### src/rtl/seq_pattern_tx_if.sv
// Parallel-word handshake and serial output bundle for seq_pattern_tx.
// master = word source / stream observer, slave = the transmitter.
interface seq_pattern_tx_if #(
  parameter int DATA_W = 8
);
  logic [DATA_W-1:0] data_in;
  logic              data_valid;
  logic              data_ready;
  logic              seq_out;
  logic              seq_active;
  logic              frame_done;

  modport master (
    output data_in, data_valid,
    input  data_ready, seq_out, seq_active, frame_done
  );

  modport slave (
    input  data_in, data_valid,
    output data_ready, seq_out, seq_active, frame_done
  );
endinterface

### src/rtl/seq_pattern_tx.sv
// Serial pattern transmitter: preamble, data word MSB-first, then idle gap, one bit per clock.
// Latency: first preamble bit on seq_out one edge after the handshake; accepts only while idle.
module seq_pattern_tx #(
  parameter int          DATA_W      = 8,
  parameter int          PRE_LEN     = 4,
  parameter logic [7:0]  PRE_PATTERN = 8'b0000_1011,
  parameter int          GAP_LEN     = 2
) (
  input  logic            i_clock,
  input  logic            i_reset,
  seq_pattern_tx_if.slave bus
);
  localparam int MAX_LEN = (PRE_LEN > DATA_W) ?
                           ((PRE_LEN > GAP_LEN) ? PRE_LEN : GAP_LEN) :
                           ((DATA_W > GAP_LEN) ? DATA_W : GAP_LEN);
  localparam int CNT_W   = $clog2(MAX_LEN + 1);
  localparam int SH_W    = PRE_LEN + DATA_W;

  typedef enum logic [1:0] {S_IDLE, S_PRE, S_DATA, S_GAP} state_t;

  state_t           r_state;
  logic [SH_W-1:0]  r_shift;
  logic [CNT_W-1:0] r_cnt;
  logic             r_ready;
  logic             r_seq_out;
  logic             r_seq_active;
  logic             r_frame_done;

  logic [SH_W-1:0]  w_load;
  logic             w_hs;

  // Preamble and word share one shift register so seq_out is always its MSB.
  assign w_load = {PRE_PATTERN[PRE_LEN-1:0], bus.data_in};
  assign w_hs   = bus.data_valid & r_ready;

  always_ff @(posedge i_clock) begin
    if (i_reset) begin
      r_state      <= S_IDLE;
      r_shift      <= '0;
      r_cnt        <= '0;
      r_ready      <= 1'b0;
      r_seq_out    <= 1'b0;
      r_seq_active <= 1'b0;
      r_frame_done <= 1'b0;
    end else begin
      case (r_state)
        S_IDLE: begin
          r_seq_out    <= 1'b0;
          r_seq_active <= 1'b0;
          r_frame_done <= 1'b0;
          r_ready      <= 1'b1;
          if (w_hs) begin
            r_state      <= S_PRE;
            r_shift      <= {w_load[SH_W-2:0], 1'b0};
            r_cnt        <= CNT_W'(1);
            r_ready      <= 1'b0;
            r_seq_out    <= w_load[SH_W-1];
            r_seq_active <= 1'b1;
          end
        end
        S_PRE: begin
          r_seq_out <= r_shift[SH_W-1];
          r_shift   <= {r_shift[SH_W-2:0], 1'b0};
          if (r_cnt == CNT_W'(PRE_LEN)) begin
            r_state      <= S_DATA;
            r_cnt        <= CNT_W'(1);
            r_frame_done <= (DATA_W == 1);
          end else begin
            r_cnt <= r_cnt + CNT_W'(1);
          end
        end
        S_DATA: begin
          if (r_cnt == CNT_W'(DATA_W)) begin
            r_seq_out    <= 1'b0;
            r_seq_active <= 1'b0;
            r_frame_done <= 1'b0;
            if (GAP_LEN == 0) begin
              r_state <= S_IDLE;
              r_cnt   <= '0;
              r_ready <= 1'b1;
            end else begin
              r_state <= S_GAP;
              r_cnt   <= CNT_W'(1);
            end
          end else begin
            r_seq_out    <= r_shift[SH_W-1];
            r_shift      <= {r_shift[SH_W-2:0], 1'b0};
            r_cnt        <= r_cnt + CNT_W'(1);
            // Bit 0 of the word is the one emitted after DATA_W-1 earlier data bits.
            r_frame_done <= (r_cnt == CNT_W'(DATA_W - 1));
          end
        end
        S_GAP: begin
          if (r_cnt == CNT_W'(GAP_LEN)) begin
            r_state <= S_IDLE;
            r_cnt   <= '0;
            r_ready <= 1'b1;
          end else begin
            r_cnt <= r_cnt + CNT_W'(1);
          end
        end
        default: begin
          r_state <= S_IDLE;
          r_cnt   <= '0;
        end
      endcase
    end
  end

  assign bus.data_ready = r_ready;
  assign bus.seq_out    = r_seq_out;
  assign bus.seq_active = r_seq_active;
  assign bus.frame_done = r_frame_done;
endmodule

### src/flat_wrapper.sv
// flat-port wrapper written by rule: the top's interface ports become plain ports
module seq_pattern_tx_flat 
#(
  parameter int          DATA_W      = 8,
  parameter int          PRE_LEN     = 4,
  parameter logic [7:0]  PRE_PATTERN = 8'b0000_1011,
  parameter int          GAP_LEN     = 2
)
  (i_clock, i_reset, bus_data_in, bus_data_valid, bus_data_ready, bus_seq_out, bus_seq_active, bus_frame_done);
  seq_pattern_tx_if #(.DATA_W(DATA_W)) bus_i ();
  input  logic i_clock;
  input  logic i_reset;
  input wire logic [$bits(bus_i.data_in)-1:0] bus_data_in;
  input wire logic [$bits(bus_i.data_valid)-1:0] bus_data_valid;
  output wire logic [$bits(bus_i.data_ready)-1:0] bus_data_ready;
  output wire logic [$bits(bus_i.seq_out)-1:0] bus_seq_out;
  output wire logic [$bits(bus_i.seq_active)-1:0] bus_seq_active;
  output wire logic [$bits(bus_i.frame_done)-1:0] bus_frame_done;
  assign bus_i.data_in = bus_data_in;
  assign bus_i.data_valid = bus_data_valid;
  assign bus_data_ready = bus_i.data_ready;
  assign bus_seq_out = bus_i.seq_out;
  assign bus_seq_active = bus_i.seq_active;
  assign bus_frame_done = bus_i.frame_done;
  seq_pattern_tx #(.DATA_W(DATA_W), .PRE_LEN(PRE_LEN), .PRE_PATTERN(PRE_PATTERN), .GAP_LEN(GAP_LEN)) u_core (.i_clock(i_clock), .i_reset(i_reset), .bus(bus_i));
endmodule
### config.mk
export PLATFORM = sky130hd
export DESIGN_NAME = seq_pattern_tx_flat
export DESIGN_NICKNAME = d
export VERILOG_FILES = /design/src/rtl/seq_pattern_tx_if.sv /design/src/rtl/seq_pattern_tx.sv /design/src/flat_wrapper.sv
export SDC_FILE = /design/constraint.sdc
export NUM_CORES = 1
export LEC_CHECK = 0
export CAP_MARGIN = 15
export CORE_ASPECT_RATIO = 0.6
export CORE_UTILIZATION = 48
export DETAILED_ROUTE_END_ITERATION = 16
export GPL_TIMING_DRIVEN = 0
export PLACE_DENSITY = 0.79
export SLEW_MARGIN = 0
export SYNTH_ARGS = -nofsm -noshare
export SYNTH_HDL_FRONTEND = slang
export SYNTH_SLANG_ARGS = --single-unit
export TNS_END_PERCENT = 10
### constraint.sdc
create_clock -name i_clock -period 1.6 [get_ports i_clock]
set_input_delay 0.32 -clock i_clock [delete_from_list [all_inputs] [get_ports i_clock]]
set_output_delay 0.32 -clock i_clock [all_outputs]
set_load 0.02 [all_outputs]
# --- Word level (Yosys, flattened, before mapping) ---
# Index checks and enable logic that the tools add are counted.
word_totals:
  reg_bits: 22
  in_bits: 11
  out_inout_bits: 4
  wordCells: 54
classes:
  addsub: 1
  n_eq_ne: 12
  n_mux: 24
  n_bitwise: 1
  n_reduce_logical: 9
op_table:
  columns: ["op", "count"]
  rows:
  - ["12-bit one-hot mux with 3 select lines", 1]
  - ["12-bit 2-to-1 mux", 2]
  - ["4-bit 2-to-1 mux", 4]
  - ["4-bit one-hot mux with 4 select lines", 1]
  - ["4-bit by 3-bit == test with 1-bit output (second input constant)", 2]
  - ["2-bit 2-to-1 mux", 4]
  - ["2-bit by 1-bit != test with 1-bit output (second input constant)", 4]
  - ["2-bit one-hot mux with 4 select lines", 1]
  - ["1-bit 2-to-1 mux", 7]
  - ["1-bit one-hot mux with 3 select lines", 2]
  - ["2-bit AND reduction", 3]
  - ["4-bit by 1-bit adder with 4-bit output (second input constant)", 1]
  - ["2-bit == test (second input constant)", 2]
  - ["4-bit by 2-bit == test with 1-bit output (second input constant)", 1]
  - ["4-bit == test (second input constant)", 1]
  - ["1-bit one-hot mux with 2 select lines", 2]
  - ["4-bit AND reduction", 1]
  - ["2-bit nonzero test", 2]
  - ["3-bit AND reduction", 1]
  - ["3-bit nonzero test", 1]
  - ["2-bit by 1-bit == test with 1-bit output (second input constant)", 1]
  - ["2-bit zero test", 1]
  - ["2-bit != test (second input constant)", 1]
  - ["1-bit bitwise AND", 1]

# --- Depth between registers and ports, before layout ---
# Gate-level depths: netlist of the first run.
logic_depth:
  word_depth: 3
  depth_mapped: 7
  depth_no_buf: 6

# --- Worst setup path after synthesis of the first run ---
# OpenSTA, ideal clock, no wires.
synth_path:
  path_type: "reg-to-reg"
  start: "register u_core.r_state[0]"
  end: "register u_core.r_shift[5]"
  setup_ns: 0.134
  t_arrival_ns: 1.618
  required_ns: 1.466
  path_slack_ns: -0.152
  path_stages_with_launch: 7
  path_buffers: 2
  period_less_slack_ns: 1.752
  path_cell_list: "dfxtp_1 -> inv_1 -> ha_1 -> clkbuf_1 -> clkbuf_1 -> mux2i_1 -> a211oi_1"
synth_between:
  elab_chain_cells: 3
  elab_cells_between_ends: 8
  classes_between: "eq/ne (4); mux (1); reduce/logical (3)"
synth_rtl:
  columns: ["element", "line_no", "text"]
  rows:
  - ["start: declaration", "seq_pattern_tx.sv:21", "state_t r_state;"]
  - ["start signal: assignment", "seq_pattern_tx.sv:38", "r_state <= S_IDLE;"]
  - ["start signal: assignment", "seq_pattern_tx.sv:53", "r_state <= S_PRE;"]
  - ["start signal: assignment", "seq_pattern_tx.sv:65", "r_state <= S_DATA;"]
  - ["2-bit == test (tied with other cells)", "seq_pattern_tx.sv:46", "case (r_state)"]
  - ["2-bit != test (no line) (tied with other cells)", null, null]
  - ["3-bit AND reduction (no line)", null, null]
  - ["end signal: assignment", "seq_pattern_tx.sv:54", "r_shift <= {w_load[SH_W-2:0], 1'b0};"]
  - ["end signal: assignment", "seq_pattern_tx.sv:63", "r_shift <= {r_shift[SH_W-2:0], 1'b0};"]
  - ["end signal: assignment", "seq_pattern_tx.sv:87", "r_shift <= {r_shift[SH_W-2:0], 1'b0};"]
  - ["end: declaration", "seq_pattern_tx.sv:22", "logic [SH_W-1:0] r_shift;"]
# Several ways; a longest one is shown, not always the timed one.
# A chain may end at the register's enable or synchronous reset.

# --- Final worst setup path of the first run ---
layout_path:
  start: "register u_core.r_cnt[2]"
  end: "register u_core.r_shift[5]"
layout_between:
  elab_chain_cells: 3
layout_rtl:
  columns: ["element", "line_no", "text"]
  rows:
  - ["start: declaration", "seq_pattern_tx.sv:23", "logic [CNT_W-1:0] r_cnt;"]
  - ["start signal: assignment", "seq_pattern_tx.sv:69", "r_cnt <= r_cnt + CNT_W'(1);"]
  - ["start signal: assignment", "seq_pattern_tx.sv:88", "r_cnt <= r_cnt + CNT_W'(1);"]
  - ["start signal: assignment", "seq_pattern_tx.sv:99", "r_cnt <= r_cnt + CNT_W'(1);"]
  - ["4-bit == test", "seq_pattern_tx.sv:73", "if (r_cnt == CNT_W'(DATA_W)) begin"]
  - ["2-bit != test (no line)", null, null]
  - ["3-bit AND reduction (no line)", null, null]
# No other way between the ends.

==> results.md, run 1 <==
- Status: finished, violations left
- Failing checks: negative setup slack
- Int Power: 1.72 mW
- Antenna viol nets, final: 0
- Max stage delay on crit path: 530 ps
- H-tree depth: 1
- # rows: 13
- Async set-or-reset flop fraction in the synthesized netlist: 0
- Slew @ Worst Pin: 566 ps
- Leakage: 0.568 nW
- Clock root buffer: clkbuf_8
- Hold Crit Class: reg -> reg
- Sw Share: 0.425
- Post-synthesis cell count: 131
- Mux contribution to synthesized area: 0.0772
- Nets: 172
- Synthesized cell area: 1170 sq um
- Largest net degree at the start of global routing: 12
- Synth area leaders: dfxtp_1 (36%), ha_1 (9.6%), mux2i_1 (7.7%)
- Simple-Gate Fraction of Synth Area: 0.189
- CTS Buf Count: 3
- Inserted Diodes: 0
- Clk_lat worst skew: 260 ps
- EDFF count, synth: 0
- Chip Width: 65.7 microns
- Synthesized Nets: 151
- Fin crit share: 1.06
- Number of DRC markers in iteration 0: 84
- Max-cap violation count: 0
- Dpl ws: -285 ps
- Final worst setup slack: -90.7 ps
- Hold Slack: 474 ps
- Clock skew: 0.828 ps
- Startpoint type of the worst setup path: flip-flop
- Vias in the first global route: 861
- RR Endpoint: u_core.r_shift[5]$_SDFFE_PP0P_
- Initial antenna violation count: 0
- Setup-failing EPs final: 13
- Final Routed Wirelength: 2780 microns
- 1st-pass router iterations: 4
- PD cells: 1990 nW/um^2
- M3 GR Usage: 0.0795
- Critical path's top delay family: flip-flops
- Ys flop type: dfxtp_1
- HP Start: u_core.bus.seq_active$_SDFFE_PP0P_
- Met2 Use GR: 0.337
- Fmax: 0.591 GHz
- Syn_area_per_cell: 8.91 sq um
- DP Wirelength: 1990 microns
- Routability cong.: 0.853
- Initial core utilization: 0.524
- CP Data Required Time: 1780 ps
- Worst R2R Path Depth: 5
- # port buffers: 14
- Psw: 1.28 mW
- Tmin final: 1690 ps
- Yosys warns: 0
- CP max FO: 8
- Overall routing resource usage: 0.225
- First-pass GRT wire length: 4200 microns
- Clock Tree Buf Depth: 2
- Final instance area: 1510 sq um
- Critical path buffer and inverter count: 1
- Top cell type's share of synthesized area: 0.360
- Max Slew Vio Count: 0
- M1 GR Usage: 0.310
- Compound-Gate Fraction of Synth Area: 0.202
- Tot Pwr: 3.00 mW
- Crit path max-delay cell type: dfxtp_1
- Fraction of layout cells with a size suffix above 1: 0.232
- Avg WL per Cell: 15.3 microns
- Unrepaired setup endpoints after global routing: yes
- CTS clk-pin slew, worst paths: 70 ps
- Sequential Power Share: 0.292
- Util after Layout: 0.677
- Cell taking the most area after synthesis: dfxtp_1
- Worst R2R Start: u_core.r_cnt[2]$_SDFFE_PP0N_
- Top-count cell post-synth: dfxtp_1
- GR Overflow Total: 0
- Xor-xnor portion of the synthesized cell area: 0.00750
- R2R setup slack: -90 ps
- Fin. Hold Viols: 0
- Comb pwr share: 0.591
- Sink Count: 21
- Synth unique cells: 36
- Relative slew slack: 0.622
- Post-Synth Adder-Cell Area: 0.0965
- Placed inst area: 1360 sq um
- Kind of critical path: reg -> reg
- Vias/cell: 5.66
- Worst IR Drop VDD: 0.00115 V
- Worst Hold Depth: 2
- Critical Path, Cell by Cell: and3b_2 -> a211oi_4 -> buf_4 -> nor2_1 -> a211oi_1
- Busiest grt layer: met2
- # IOs: 15
- Largest family of logic cells by synthesized area: compound AO/OA/AOI/OAI gates
- TritonCTS clock tree: built
- Post-synth top cells: dfxtp_1 (21), nor2_1 (17), inv_1 (11), ha_1 (9), mux2i_1 (9)
- Via Count: 1024
- Core area: 2230 sq um
- Drc violations: 0
- Clk pwr share: 0.117
- Critical path capture point type: flip-flop
- Die boundary height: 40.2 microns
- Yosys reg bits: 21
- Area grow syn2layout: 29.3%
- Worst Path Arrival: 1870 ps
- DIE AREA: 2640 sq um
- Post-synthesis sequential area ratio: 0.360
- Hold endpoint: u_core.bus.seq_active$_SDFFE_PP0P_
==> registers in the layout (all words and copies together) (netlist names) <==
name / flops
u_core.bus.data_ready: 1
u_core.bus.frame_done: 1
u_core.bus.seq_active: 1
u_core.bus.seq_out: 1
u_core.r_cnt: 4
u_core.r_shift: 11
u_core.r_state: 2
==> cells in the final DEF (no fill, tap or decap), types with 4 or more instances in the layout <==
cell type / netlist / layout
a21oi_1: 5 / 5
dfxtp_4: 0 / 4
dfxtp_1: 21 / 17
a211oi_1: 7 / 6
nor2_1: 17 / 15
mux2i_1: 9 / 9
clkdlybuf4s50_1: 0 / 13
ha_1: 9 / 6
inv_1: 11 / 8
nor3_1: 6 / 6
nand2_1: 8 / 8
==> per-layer routing <==
layer | wire (microns) | share of wire
met5 | 0 | 0
met3 | 143 | 0.051
met4 | 8 | 0.0029
met1 | 1410 | 0.51
met2 | 1210 | 0.44
==> worst reg2reg max path, delay by kind of cell (launching register included) <==
family / cells / cell delay, ps
flip-flops: 1 / 530
AO/OA/AOI/OAI: 2 / 510
AND/OR/NAND/NOR: 2 / 350
buffers and inverters: 1 / 210
==> through the flow <==
stage / instances / TNS [ps]
4_1_cts: 181 / -361
6_report: 181 / -724
5_1_grt: 181 / -1760
3_5_place_dp: 175 / -5000
2_1_floorplan: 131 / -68.4
3_3_place_gp: 175 / -4670
==> worst max-delay path by stage <==
stage                                              end                      startpoint  slack, ps  cells past startpoint
finish                  u_core.r_shift[5]$_SDFFE_PP0P_    u_core.r_cnt[2]$_SDFFE_PP0N_        -90                      5
global route            u_core.r_shift[6]$_SDFFE_PP0P_  u_core.r_state[0]$_SDFFE_PP0P_       -160                      7
CTS                     u_core.r_state[0]$_SDFFE_PP0P_  u_core.r_state[1]$_SDFFE_PP0P_        -50                      6
detailed placement  u_core.bus.frame_done$_SDFFE_PP0P_                         i_reset       -290                      4
global placement        u_core.r_shift[4]$_SDFFE_PP0P_                         i_reset       -290                      4
floorplan               u_core.r_shift[5]$_SDFFE_PP0P_  u_core.r_state[0]$_SDFFE_PP0P_        -10                      6
==> area by class of cell <==
type | instances | area (sq um)
clock buffers | 4 | 45.0
multi-input cells | 92 | 744
repair buffers | 17 | 161
inverters | 11 | 41.3
plain buffers | 6 | 43.8
well taps | 30 | 37.5
flip-flops and latches | 21 | 435
fillers | 166 | 719
==> power by group through the flow <==
stage / Sequential (mW) / Combinational, mW / Clock [mW]
2_1_floorplan: 0.856 / 1.18 / 0
3_3_place_gp: 0.853 / 1.47 / 0
3_5_place_dp: 0.869 / 1.53 / 0
4_1_cts: 0.872 / 1.73 / 0.360
5_1_grt: 0.897 / 1.88 / 0.389
6_report: 0.877 / 1.77 / 0.350
==> kinds of logic after synthesis <==
logic type | Yosys count
XOR/XNOR | 1
multiplexers | 9
adder cells (fa/ha/maj) | 9
AND/OR/NAND/NOR | 45
AO/OA/AOI/OAI | 28
flip-flops | 21
buffers and inverters | 18
==> timing repair <==
| action | CTS | global route |
|---|---|---|
| buffers inserted | 2 | 0 |
| cloned | 1 | 0 |
| gates resized for setup | 26 | 1 |
| hold buffers | 0 | 0 |
| pin swaps | 3 | 1 |
| endpoints found under the setup margin | 20 | 17 |
| hold endpoints to repair | 0 | 0 |
No activity file was read; power rests on OpenSTA's default activity.
==> inputs of run 2 (changes only) <==
--- a/config.mk
+++ b/config.mk
@@ -11,7 +11,7 @@
 export DETAILED_ROUTE_END_ITERATION = 16
 export GPL_TIMING_DRIVEN = 0
 export PLACE_DENSITY = 0.79
-export SLEW_MARGIN = 0
+export SLEW_MARGIN = 20
 export SYNTH_ARGS = -nofsm -noshare
 export SYNTH_HDL_FRONTEND = slang
 export SYNTH_SLANG_ARGS = --single-unit
==> results of run 2 <==
Final layout, timing and power as in run 1 (identical DEF).
==> inputs of run 3 (changes only) <==
==> constraint.sdc (replaced) <==
create_clock -name i_clock -period 1.6 [get_ports i_clock]
set_input_delay 0.32 -clock i_clock [delete_from_list [all_inputs] [get_ports i_clock]]
set_output_delay 0.32 -clock i_clock [all_outputs]
set_load 0.01 [all_outputs]
==> results.md, run 3 (synthesis results as in run 1) <==
- Status: finished, violations left
- Failing checks: negative setup slack
- Dpl ws: -285 ps
- Largest net degree at the start of global routing: 12
- H-tree depth: 1
- Startpoint type of the worst setup path: flip-flop
- GR Overflow Total: 0
- CP max FO: 6
- Inserted Diodes: 0
- Unrepaired setup endpoints after global routing: yes
- Drc violations: 0
- Crit path max-delay cell type: dfxtp_4
- Antenna viol nets, final: 0
- Fraction of layout cells with a size suffix above 1: 0.344
- Number of stages on the worst setup path: 7
- DP Wirelength: 1990 microns
- DIE AREA: 2640 sq um
- Vias/cell: 5.84
- Sink Count: 21
- Worst R2R Path Depth: 7
- Initial antenna violation count: 0
- TritonCTS clock tree: built
- Critical path capture point type: flip-flop
- # port buffers: 14
- Tmin final: 1750 ps
- Largest regs: u_core.r_shift: 11 flops, u_core.r_cnt: 4 flops, u_core.r_state: 2 flops
- Core area: 2230 sq um
- Clock skew: 3.14 ps
- Fin. Hold Viols: 0
- CTS clk-pin slew, worst paths: 80 ps
- # IOs: 15
- CTS Hold Bufs: 0
- First-pass GRT wire length: 4670 microns
- Max Slew Vio Count: 0
- Worst IR Drop VDD: 0.00117 V
- Routability cong.: 0.853
- PD cells: 2100 nW/um^2
- 1st-pass router iterations: 4
- Final worst setup slack: -152 ps
- Slew @ Worst Pin: 559 ps
- Critical path buffer and inverter count: 2
- Hold Crit Class: reg -> reg
- Max-cap violation count: 0
- CTS Buf Count: 3
- Clock Tree Buf Depth: 2
- Critical Path, Cell by Cell: inv_4 -> ha_4 -> and3b_2 -> a211oi_4 -> buf_6 -> nor2_4 -> a211oi_2
- Worst Hold Depth: 2
- Initial core utilization: 0.524
- Setup TNS: -965 ps
- Overall routing resource usage: 0.252
- Fin crit share: 1.09
- Setup-failing EPs final: 13
- Area grow syn2layout: 40.6%
- Tot Pwr: 3.45 mW
- Kind of critical path: reg -> reg
- Fmax: 0.571 GHz
- Most frequent cells in the layout: dfxtp_1 (15), clkdlybuf4s50_1 (14), nor2_1 (13)
- Nets: 181
- Max FFs per register: 11
- CP Data Required Time: 1780 ps
- Worst Path Arrival: 1930 ps
- Number of DRC markers in iteration 0: 107
- Clock root buffer: clkbuf_8
- Biggest register: u_core.r_shift
- Chip Width: 65.7 microns
- Leakage: 0.620 nW
- Relative slew slack: 0.628
- Vias in the first global route: 913
- Avg WL per Cell: 17.5 microns
- Critical path's top delay family: compound AO/OA/AOI/OAI gates
- Final Routed Wirelength: 3330 microns
- Most common cell after layout, fill and taps aside: dfxtp_1
- Die boundary height: 40.2 microns
- # rows: 13
- Clk_lat worst skew: 270 ps
- Via Count: 1110
- Max stage delay on crit path: 370 ps
-- run 3: changes by cell type in the layout (fill, tap and decap cells not counted), moves of 2 or more --
| cell | delta |
|---|---|
| dfxtp_2 | +2 |
| nor2_1 | -2 |
| dfxtp_1 | -2 |
| ha_1 | -2 |
| ha_4 | +2 |
| buf_6 | +2 |
| inv_4 | +2 |
| inv_1 | -2 |
| buf_4 | +7 |
-- run 3: final cells by class --
type / count / area (sq um)
Clock buffer: 4 / 45.0
Buffer: 6 / 43.8
Fill cell: 134 / 587
Inverter: 11 / 46.3
Tap cell: 30 / 37.5
Multi-Input combinational cell: 92 / 793
Sequential cell: 21 / 438
Timing Repair Buffer: 26 / 238
-- run 3: worst paths after layout --
check | from | end | slack [ps]
worst max-delay path | u_core.r_cnt[0]$_SDFFE_PP0N_ | u_core.r_shift[2]$_SDFFE_PP0P_ | -150
worst min-delay path | u_core.bus.seq_active$_SDFFE_PP0P_ | u_core.bus.seq_active$_SDFFE_PP0P_ | 470
worst max register to register | u_core.r_cnt[0]$_SDFFE_PP0N_ | u_core.r_shift[2]$_SDFFE_PP0P_ | -150
worst min register to register | u_core.bus.seq_active$_SDFFE_PP0P_ | u_core.bus.seq_active$_SDFFE_PP0P_ | 470
-- run 3: metrics by stage --
| step | util | instance area [sq um] | hold slack, ps | instances |
|---|---|---|---|---|
| after floorplan | - | 1180 | 445 | 131 |
| after global placement | 0.611 | 1360 | 457 | 175 |
| after detailed placement | 0.611 | 1360 | 465 | 175 |
| after CTS | 0.696 | 1550 | 476 | 184 |
| after global routing | 0.737 | 1640 | 492 | 190 |
| final | 0.737 | 1640 | 473 | 190 |
-- run 3: routing by layer --
metal  GRT usage  routed length, microns  up-vias
met5           0                       0        -
met1       0.337                    1510      524
met4      0.0326                      39        0
met2       0.403                    1480       57
li1            -                       -      523
met3      0.0909                     305        6
-- run 3: timing repair --
action                                  in CTS  in global routing
endpoints found under the setup margin      19                 18
endpoints found under the hold margin        0                  0
buffers inserted                             4                  6
cloned                                       2                  0
gates resized for setup                     30                 15
pin swaps                                    9                  9
-- run 3: power by group --
| group | switching, mW | leakage (nW) | total (mW) | internal [mW] |
|---|---|---|---|---|
| registers | 0.176 | 0.176 | 0.913 | 0.737 |
| clock network | 0.188 | 0.0228 | 0.366 | 0.178 |
| logic | 1.11 | 0.421 | 2.17 | 1.06 |
-- run 3: worst min-delay path, cell delays in order, from the launching register on --
cell     delay (ps)
dfxtp_1         310
nand3_1          60
a21oi_1          60
